`config.mk`:
```
export PLATFORM = sky130hd
export DESIGN_NAME = collision_feedback_flat
export DESIGN_NICKNAME = d
export VERILOG_FILES = /design/src/rtl/snake_pkg.sv /design/src/rtl/collision_feedback_if.sv /design/src/rtl/collision_feedback_tone_gen.sv /design/src/rtl/collision_feedback.sv /design/src/flat_wrapper.sv
export SDC_FILE = /design/constraint.sdc
export NUM_CORES = 1
export LEC_CHECK = 0
export ABC_AREA = 1
export BUFFER_PORTS_ARGS = -buffer_cell sky130_fd_sc_hd__buf_2
export CAP_MARGIN = 20
export CELL_PAD_IN_SITES_DETAIL_PLACEMENT = 0
export CELL_PAD_IN_SITES_GLOBAL_PLACEMENT = 1
export CORE_MARGIN = 1
export CORE_UTILIZATION = 45
export DETAILED_ROUTE_END_ITERATION = 10
export PLACE_DENSITY = 0.9
export SETUP_SLACK_MARGIN = 0.05
export SYNTH_ARGS = -nofsm -noshare
export SYNTH_HDL_FRONTEND = slang
export SYNTH_HIERARCHICAL = 1
export SYNTH_SLANG_ARGS = --single-unit
```
`constraint.sdc`:
```
create_clock -name clk -period 2.44 [get_ports clk]
set_clock_uncertainty 0.05 [all_clocks]
set_input_delay 0.122 -clock clk [delete_from_list [all_inputs] [get_ports clk]]
set_output_delay 0.122 -clock clk [all_outputs]
set_load 0.005 [all_outputs]
```
`src/rtl/snake_pkg.sv`:
```
// Shared types for the snake game output-side blocks.
package snake_pkg;

    typedef enum logic [1:0] {
        IDLE = 2'd0,
        GOOD = 2'd1,
        BAD  = 2'd2
    } fb_state_t;

endpackage

```
`src/rtl/collision_feedback_if.sv`:
```
// Collision event inputs and buzzer/LED outputs of the feedback driver.
interface collision_feedback_if;

    logic goodColl_i;
    logic badColl_i;
    logic mute_i;
    logic tone_o;
    logic goodLed_o;
    logic badLed_o;
    logic busy_o;

    modport master (
        output goodColl_i, badColl_i, mute_i,
        input  tone_o, goodLed_o, badLed_o, busy_o
    );

    modport slave (
        input  goodColl_i, badColl_i, mute_i,
        output tone_o, goodLed_o, badLed_o, busy_o
    );

endinterface

```
`src/rtl/collision_feedback_tone_gen.sv`:
```
// Square-wave generator: starts high on load, toggles every half_load+1 cycles while run.
module tone_gen #(
    parameter int unsigned HALF_W = 1
) (
    input  logic              clk,
    input  logic              nRst,
    input  logic              load,
    input  logic [HALF_W-1:0] half_load,
    input  logic              run,
    output logic              tone_q
);

    logic [HALF_W-1:0] half_q;
    logic [HALF_W-1:0] half_d;
    logic              tone_d;

    // Next half-period count and tone level; dropping both load and run silences the tone.
    always_comb begin
        half_d = half_q;
        tone_d = tone_q;
        if (load) begin
            half_d = half_load;
            tone_d = 1'b1;
        end else if (run) begin
            if (half_q == '0) begin
                tone_d = ~tone_q;
                half_d = half_load;
            end else begin
                half_d = half_q - HALF_W'(1);
            end
        end else begin
            tone_d = 1'b0;
        end
    end

    // Counter and tone registers.
    always_ff @(posedge clk or negedge nRst) begin
        if (!nRst) begin
            half_q <= '0;
            tone_q <= 1'b0;
        end else begin
            half_q <= half_d;
            tone_q <= tone_d;
        end
    end

endmodule

```
`src/rtl/collision_feedback.sv`:
```
// Turns single-cycle collision pulses into timed buzzer tone and LED indications.
module collision_feedback
    import snake_pkg::*;
#(
    parameter int unsigned GOOD_CYCLES = 3_000_000,
    parameter int unsigned GOOD_HALF   = 6_000,
    parameter int unsigned BAD_CYCLES  = 6_000_000,
    parameter int unsigned BAD_HALF    = 15_000
) (
    input  logic                 clk,
    input  logic                 nRst,
    collision_feedback_if.slave  fb
);

    localparam int unsigned MAX_CYC = (GOOD_CYCLES > BAD_CYCLES) ? GOOD_CYCLES : BAD_CYCLES;
    localparam int unsigned MAX_HLF = (GOOD_HALF > BAD_HALF) ? GOOD_HALF : BAD_HALF;
    localparam int unsigned DUR_W   = (MAX_CYC > 1) ? $clog2(MAX_CYC) : 1;
    localparam int unsigned HALF_W  = (MAX_HLF > 1) ? $clog2(MAX_HLF) : 1;

    localparam logic [DUR_W-1:0]  GOOD_DUR_LD  = DUR_W'(GOOD_CYCLES - 1);
    localparam logic [DUR_W-1:0]  BAD_DUR_LD   = DUR_W'(BAD_CYCLES - 1);
    localparam logic [HALF_W-1:0] GOOD_HALF_LD = HALF_W'(GOOD_HALF - 1);
    localparam logic [HALF_W-1:0] BAD_HALF_LD  = HALF_W'(BAD_HALF - 1);

    fb_state_t         state_q, state_d;
    logic [DUR_W-1:0]  dur_q, dur_d;
    logic              good_led_q, bad_led_q, busy_q;
    logic              start_bad, start_good;
    logic              tone_load, tone_run;
    logic [HALF_W-1:0] half_load;
    logic              tone_q;

    // Event arbitration: bad restarts from anywhere, good only outside BAD, bad wins ties.
    always_comb begin
        start_bad  = fb.badColl_i;
        start_good = fb.goodColl_i && !fb.badColl_i && (state_q != BAD);
        state_d    = state_q;
        dur_d      = dur_q;
        tone_load  = 1'b0;
        tone_run   = 1'b0;
        half_load  = (state_q == BAD) ? BAD_HALF_LD : GOOD_HALF_LD;
        if (start_bad) begin
            state_d   = BAD;
            dur_d     = BAD_DUR_LD;
            tone_load = 1'b1;
            half_load = BAD_HALF_LD;
        end else if (start_good) begin
            state_d   = GOOD;
            dur_d     = GOOD_DUR_LD;
            tone_load = 1'b1;
            half_load = GOOD_HALF_LD;
        end else if (state_q != IDLE) begin
            if (dur_q == '0) begin
                state_d = IDLE;
            end else begin
                dur_d    = dur_q - DUR_W'(1);
                tone_run = 1'b1;
            end
        end
    end

    // State, duration counter and LED/busy registers (LEDs track the next state).
    always_ff @(posedge clk or negedge nRst) begin
        if (!nRst) begin
            state_q    <= IDLE;
            dur_q      <= '0;
            good_led_q <= 1'b0;
            bad_led_q  <= 1'b0;
            busy_q     <= 1'b0;
        end else begin
            state_q    <= state_d;
            dur_q      <= dur_d;
            good_led_q <= (state_d == GOOD);
            bad_led_q  <= (state_d == BAD);
            busy_q     <= (state_d != IDLE);
        end
    end

    tone_gen #(
        .HALF_W (HALF_W)
    ) u_tone_gen (
        .clk       (clk),
        .nRst      (nRst),
        .load      (tone_load),
        .half_load (half_load),
        .run       (tone_run),
        .tone_q    (tone_q)
    );

    assign fb.tone_o    = tone_q & ~fb.mute_i;
    assign fb.goodLed_o = good_led_q;
    assign fb.badLed_o  = bad_led_q;
    assign fb.busy_o    = busy_q;

endmodule

```
`src/flat_wrapper.sv`:
```
// flat-port wrapper written by rule: the top's interface ports become plain ports
module collision_feedback_flat import snake_pkg::*;
#(
    parameter int unsigned GOOD_CYCLES = 3_000_000,
    parameter int unsigned GOOD_HALF   = 6_000,
    parameter int unsigned BAD_CYCLES  = 6_000_000,
    parameter int unsigned BAD_HALF    = 15_000
)
  (clk, nRst, fb_goodColl_i, fb_badColl_i, fb_mute_i, fb_tone_o, fb_goodLed_o, fb_badLed_o, fb_busy_o);
  collision_feedback_if fb_i ();
  input  logic clk;
  input  logic nRst;
  input wire logic [$bits(fb_i.goodColl_i)-1:0] fb_goodColl_i;
  input wire logic [$bits(fb_i.badColl_i)-1:0] fb_badColl_i;
  input wire logic [$bits(fb_i.mute_i)-1:0] fb_mute_i;
  output wire logic [$bits(fb_i.tone_o)-1:0] fb_tone_o;
  output wire logic [$bits(fb_i.goodLed_o)-1:0] fb_goodLed_o;
  output wire logic [$bits(fb_i.badLed_o)-1:0] fb_badLed_o;
  output wire logic [$bits(fb_i.busy_o)-1:0] fb_busy_o;
  assign fb_i.goodColl_i = fb_goodColl_i;
  assign fb_i.badColl_i = fb_badColl_i;
  assign fb_i.mute_i = fb_mute_i;
  assign fb_tone_o = fb_i.tone_o;
  assign fb_goodLed_o = fb_i.goodLed_o;
  assign fb_badLed_o = fb_i.badLed_o;
  assign fb_busy_o = fb_i.busy_o;
  collision_feedback #(.GOOD_CYCLES(GOOD_CYCLES), .GOOD_HALF(GOOD_HALF), .BAD_CYCLES(BAD_CYCLES), .BAD_HALF(BAD_HALF)) u_core (.clk(clk), .nRst(nRst), .fb(fb_i));
endmodule
```
==> flow_summary.ini <==
[sta]
finalMaxSlewViolations = 0
layout_worst_path_cycle_share_pct = 87.0
setup_ws_ps = 316
finalSetupTns_ps = 0
grt_setup_unrepaired = false
clock.fmax_mhz = 471
setup-violations-final = 0
slew-limit-headroom_pct = 65.9
hold_viol = 0
slew_at_the_pin_closest_to_its_max_slew_limit_ps = 509
final.min_clock_period_ps = 2120

[layout]
most-common-layout-cells = nand2_1, nor2_1, inv_1
flow.area_growth_from_synthesis_pct = 9.69
multi_input_area_sq_um = 1610
n_fill_cell = 673
mostFrequentLayoutCell = nand2_1
finish.net_count = 456
design_area_sq_um = 3230
antenna_diode_count = 0
final_cell_count_no_fill = 527
sequential_cell_area_sq_um = 1080
layout-drive-gt1-share_pct = 14.2

[yosys]
post_synth_num_cell_types = 31
synth_edf_count = 0
syn_avg_cell_area_sq_um = 6.86
most_used_flip_flop_cell_after_synthesis = dfrtp_1
ys_seq_elements = 43
synth_sequential_area_ratio_pct = 36.6
netlist_instances = 429
synth.cell_area_sq_um = 2940
synth-async-reset-ratio_pct = 100
warnings_synthesis = 6

[critical_path]
timing_worst_setup_path_type = flop to flop
path_max_fanout = 10
critPathCaptureType = flop
critical_path_required_time_ps = 2600
worstPathArrival_ps = 2280
worstRegToRegCells = 12
cp_slowest_cell = dfrtp_1
crit-reg2reg-launch = u_core/dur_q[0]$_DFFE_PN0P_
slack_of_the_worst_reg_to_reg_path_ps = 320
r2r-end = u_core/u_tone_gen/half_q[11]$_DFFE_PN0P_
cpPeakStageDelay_ps = 390
crit_path_start_kind = flop
crit_chain = inv_1 > ha_1 > nand2_4 > nor2_8 > nand3_4 > nand2_4 > nor2_1 > nor2_1 > buf_4 > a21oi_1 > nand2_1 > nand2_1

[min_path]
min-delay-start = fb_badColl_i
holdPathStages = 4
holdPathEnd = u_core/dur_q[21]$_DFFE_PN0P_
hold_path_class = input pin to flop

[run]
drv.max_cap_violation_count = 0

[power_and_ir_drop]
p_per_area_nw_per_um2 = 521
proportion_of_power_drawn_by_flip_flops_and_latches_pct = 48.4
pwr-share-comb_pct = 16.2
p_int_mw = 1.19
power.switching_uw = 493
clock_power_share_pct = 35.4
vdd_drop_max_uv = 234
total_leakage_power_nw = 1.62
power.switching_fraction_pct = 29.3

[global_routing]
groute.layer.met3.usage_pct = 3.28
grt_use_met2_pct = 32.5
global_route_wire_length_before_repair_microns = 12200
grt.met1_usage_pct = 31.9
globalRoute.totalOverflow = 0
grt_antenna_before_repair = 0
grt_most_used_layer = met2
grt_start_max_net_pins = 44
grt.total_usage_pct = 21.6
first_global_vias = 2642

[clock_tree]
cts_setup_buffers = 0
clock_tree.htree_level_count = 2
number_of_sinks_handled_by_clock_tree_synthesis = 43
cts.root.buffer_cell = clkbuf_8
cts.clk_slew.worst_paths_ps = 90
worstSkewPairLatency_ps = 310
tritoncts = built
cts-root-to-sink-buffers = 2
number_of_buffers_added_by_the_clock_tree_synthesis_step = 5

[floorplan]
die_width_microns = 82.9
floorplan.die.height_microns = 82.9
ios = 9
placeableCoreArea_sq_um = 6310
die_area_sq_um = 6870
start_util_pct = 46.6
core.rowCount = 29

[place]
globalplace.congestion = 0.874
io_buffer_count = 8
dpl.cell_count = 517
placed_area_sq_um = 3080
preCtsSetupSlack_ps = 239
hpwlAfterDp_microns = 4820

[detailed_routing]
post_drt_wl_per_cell_microns = 12.8
antenna_violating_nets_post_route = 0
drt_first_pass_iters = 4
drt_first_iter_violations = 123
drt_drc_violations_left = 0
detail_route.wirelength_microns = 6730
via_count = 2678
routed_via_density = 5.08

[outcome]
outcome = finished, final reports clean
per-layer routing:
layer | wire, microns | share of wire, % | vias to the layer above
met5 | 0 | 0 | -
met4 | 93 | 1.4 | 0
met3 | 214 | 3.2 | 8
met2 | 2870 | 43 | 33
met1 | 3560 | 53 | 1247
li1 | - | - | 1390
worst max path at each step:
stage / start / endpoint / slack [ps] / cells past startpoint
finish: u_core/dur_q[0]$_DFFE_PN0P_ / u_core/u_tone_gen/half_q[11]$_DFFE_PN0P_ / 320 / 12
global route: u_core/dur_q[0]$_DFFE_PN0P_ / u_core/u_tone_gen/half_q[3]$_DFFE_PN0P_ / 50 / 11
CTS: u_core/dur_q[0]$_DFFE_PN0P_ / u_core/u_tone_gen/half_q[2]$_DFFE_PN0P_ / 220 / 12
detailed placement: u_core/dur_q[0]$_DFFE_PN0P_ / u_core/u_tone_gen/half_q[2]$_DFFE_PN0P_ / 240 / 12
global placement: u_core/dur_q[0]$_DFFE_PN0P_ / u_core/u_tone_gen/half_q[2]$_DFFE_PN0P_ / 340 / 12
floorplan: u_core/dur_q[0]$_DFFE_PN0P_ / u_core/u_tone_gen/half_q[1]$_DFFE_PN0P_ / 360 / 12
cell type report:
class	count	area share (%)
repair buffers	16	3.57
inverters	55	6.47
clock buffers	6	2.56
clock inverters	2	1.09
well taps	77	2.98
flip-flops and latches	43	33.3
multi-input cells	328	50.0
critical path: cells and delay by family, from the launching register on:
kind / cells / cell delay [ps]
fa+ha+maj: 1 / 250
simple gates: 8 / 1010
compound gates: 1 / 50
flops: 1 / 390
buf+inv: 2 / 290
repair_timing:
item | in CTS | in global routing
gates resized for setup | 0 | 1
hold buffers | 1 | 0
endpoints found under the hold margin | 43 | 0
setup endpoints to repair | 0 | 9
metrics by stage:
step | hold slack [ps] | util, % | power [mW]
floorplan | -224 | - | 1.02
global placement | 300 | 48.8 | 1.09
detailed placement | 306 | 48.8 | 1.10
CTS | 137 | 50.8 | 1.70
global route | 162 | 51.1 | 1.79
finish | 138 | 51.1 | 1.68
cells in the mapped netlist (5+ instances only):
cell      number  share of area (%)
inv_1         54                6.9
o21ai_0       18                3.1
nand2_1      123                 16
a21oi_1       15                2.6
nor2_2        12                2.6
nor2_1        55                7.0
nand2_2        9                1.9
nand3_1       49                8.3
nand3_2        5                1.7
nand3b_1       5                1.3
nand4_1        9                1.9
dfrtp_1       43                 37
cells by family after synthesis:
| family | synth area share, % |
|---|---|
| buf+inv | 9.10 |
| compound gates | 7.19 |
| fa+ha+maj | 0.850 |
| flops | 36.6 |
| other cells | 0.127 |
| simple gates | 46.2 |
power by group through the flow:
stage	sequential (mW)	combinational [mW]	clock [mW]
floorplan	0.813	0.210	0
finish	0.813	0.273	0.595
CTS	0.813	0.272	0.611
global route	0.823	0.323	0.642
global placement	0.825	0.262	0
detailed placement	0.827	0.271	0
registers in the layout, indices dropped and copies added (netlist names):
name                      cells
u_core/dur_q                 23
u_core/u_tone_gen/half_q     14
u_core/state_q                2
u_core/fb.badLed_o            1
u_core/fb.busy_o              1
u_core/fb.goodLed_o           1
u_core/u_tone_gen/tone_q      1
Power figures use the tool's default switching activity.
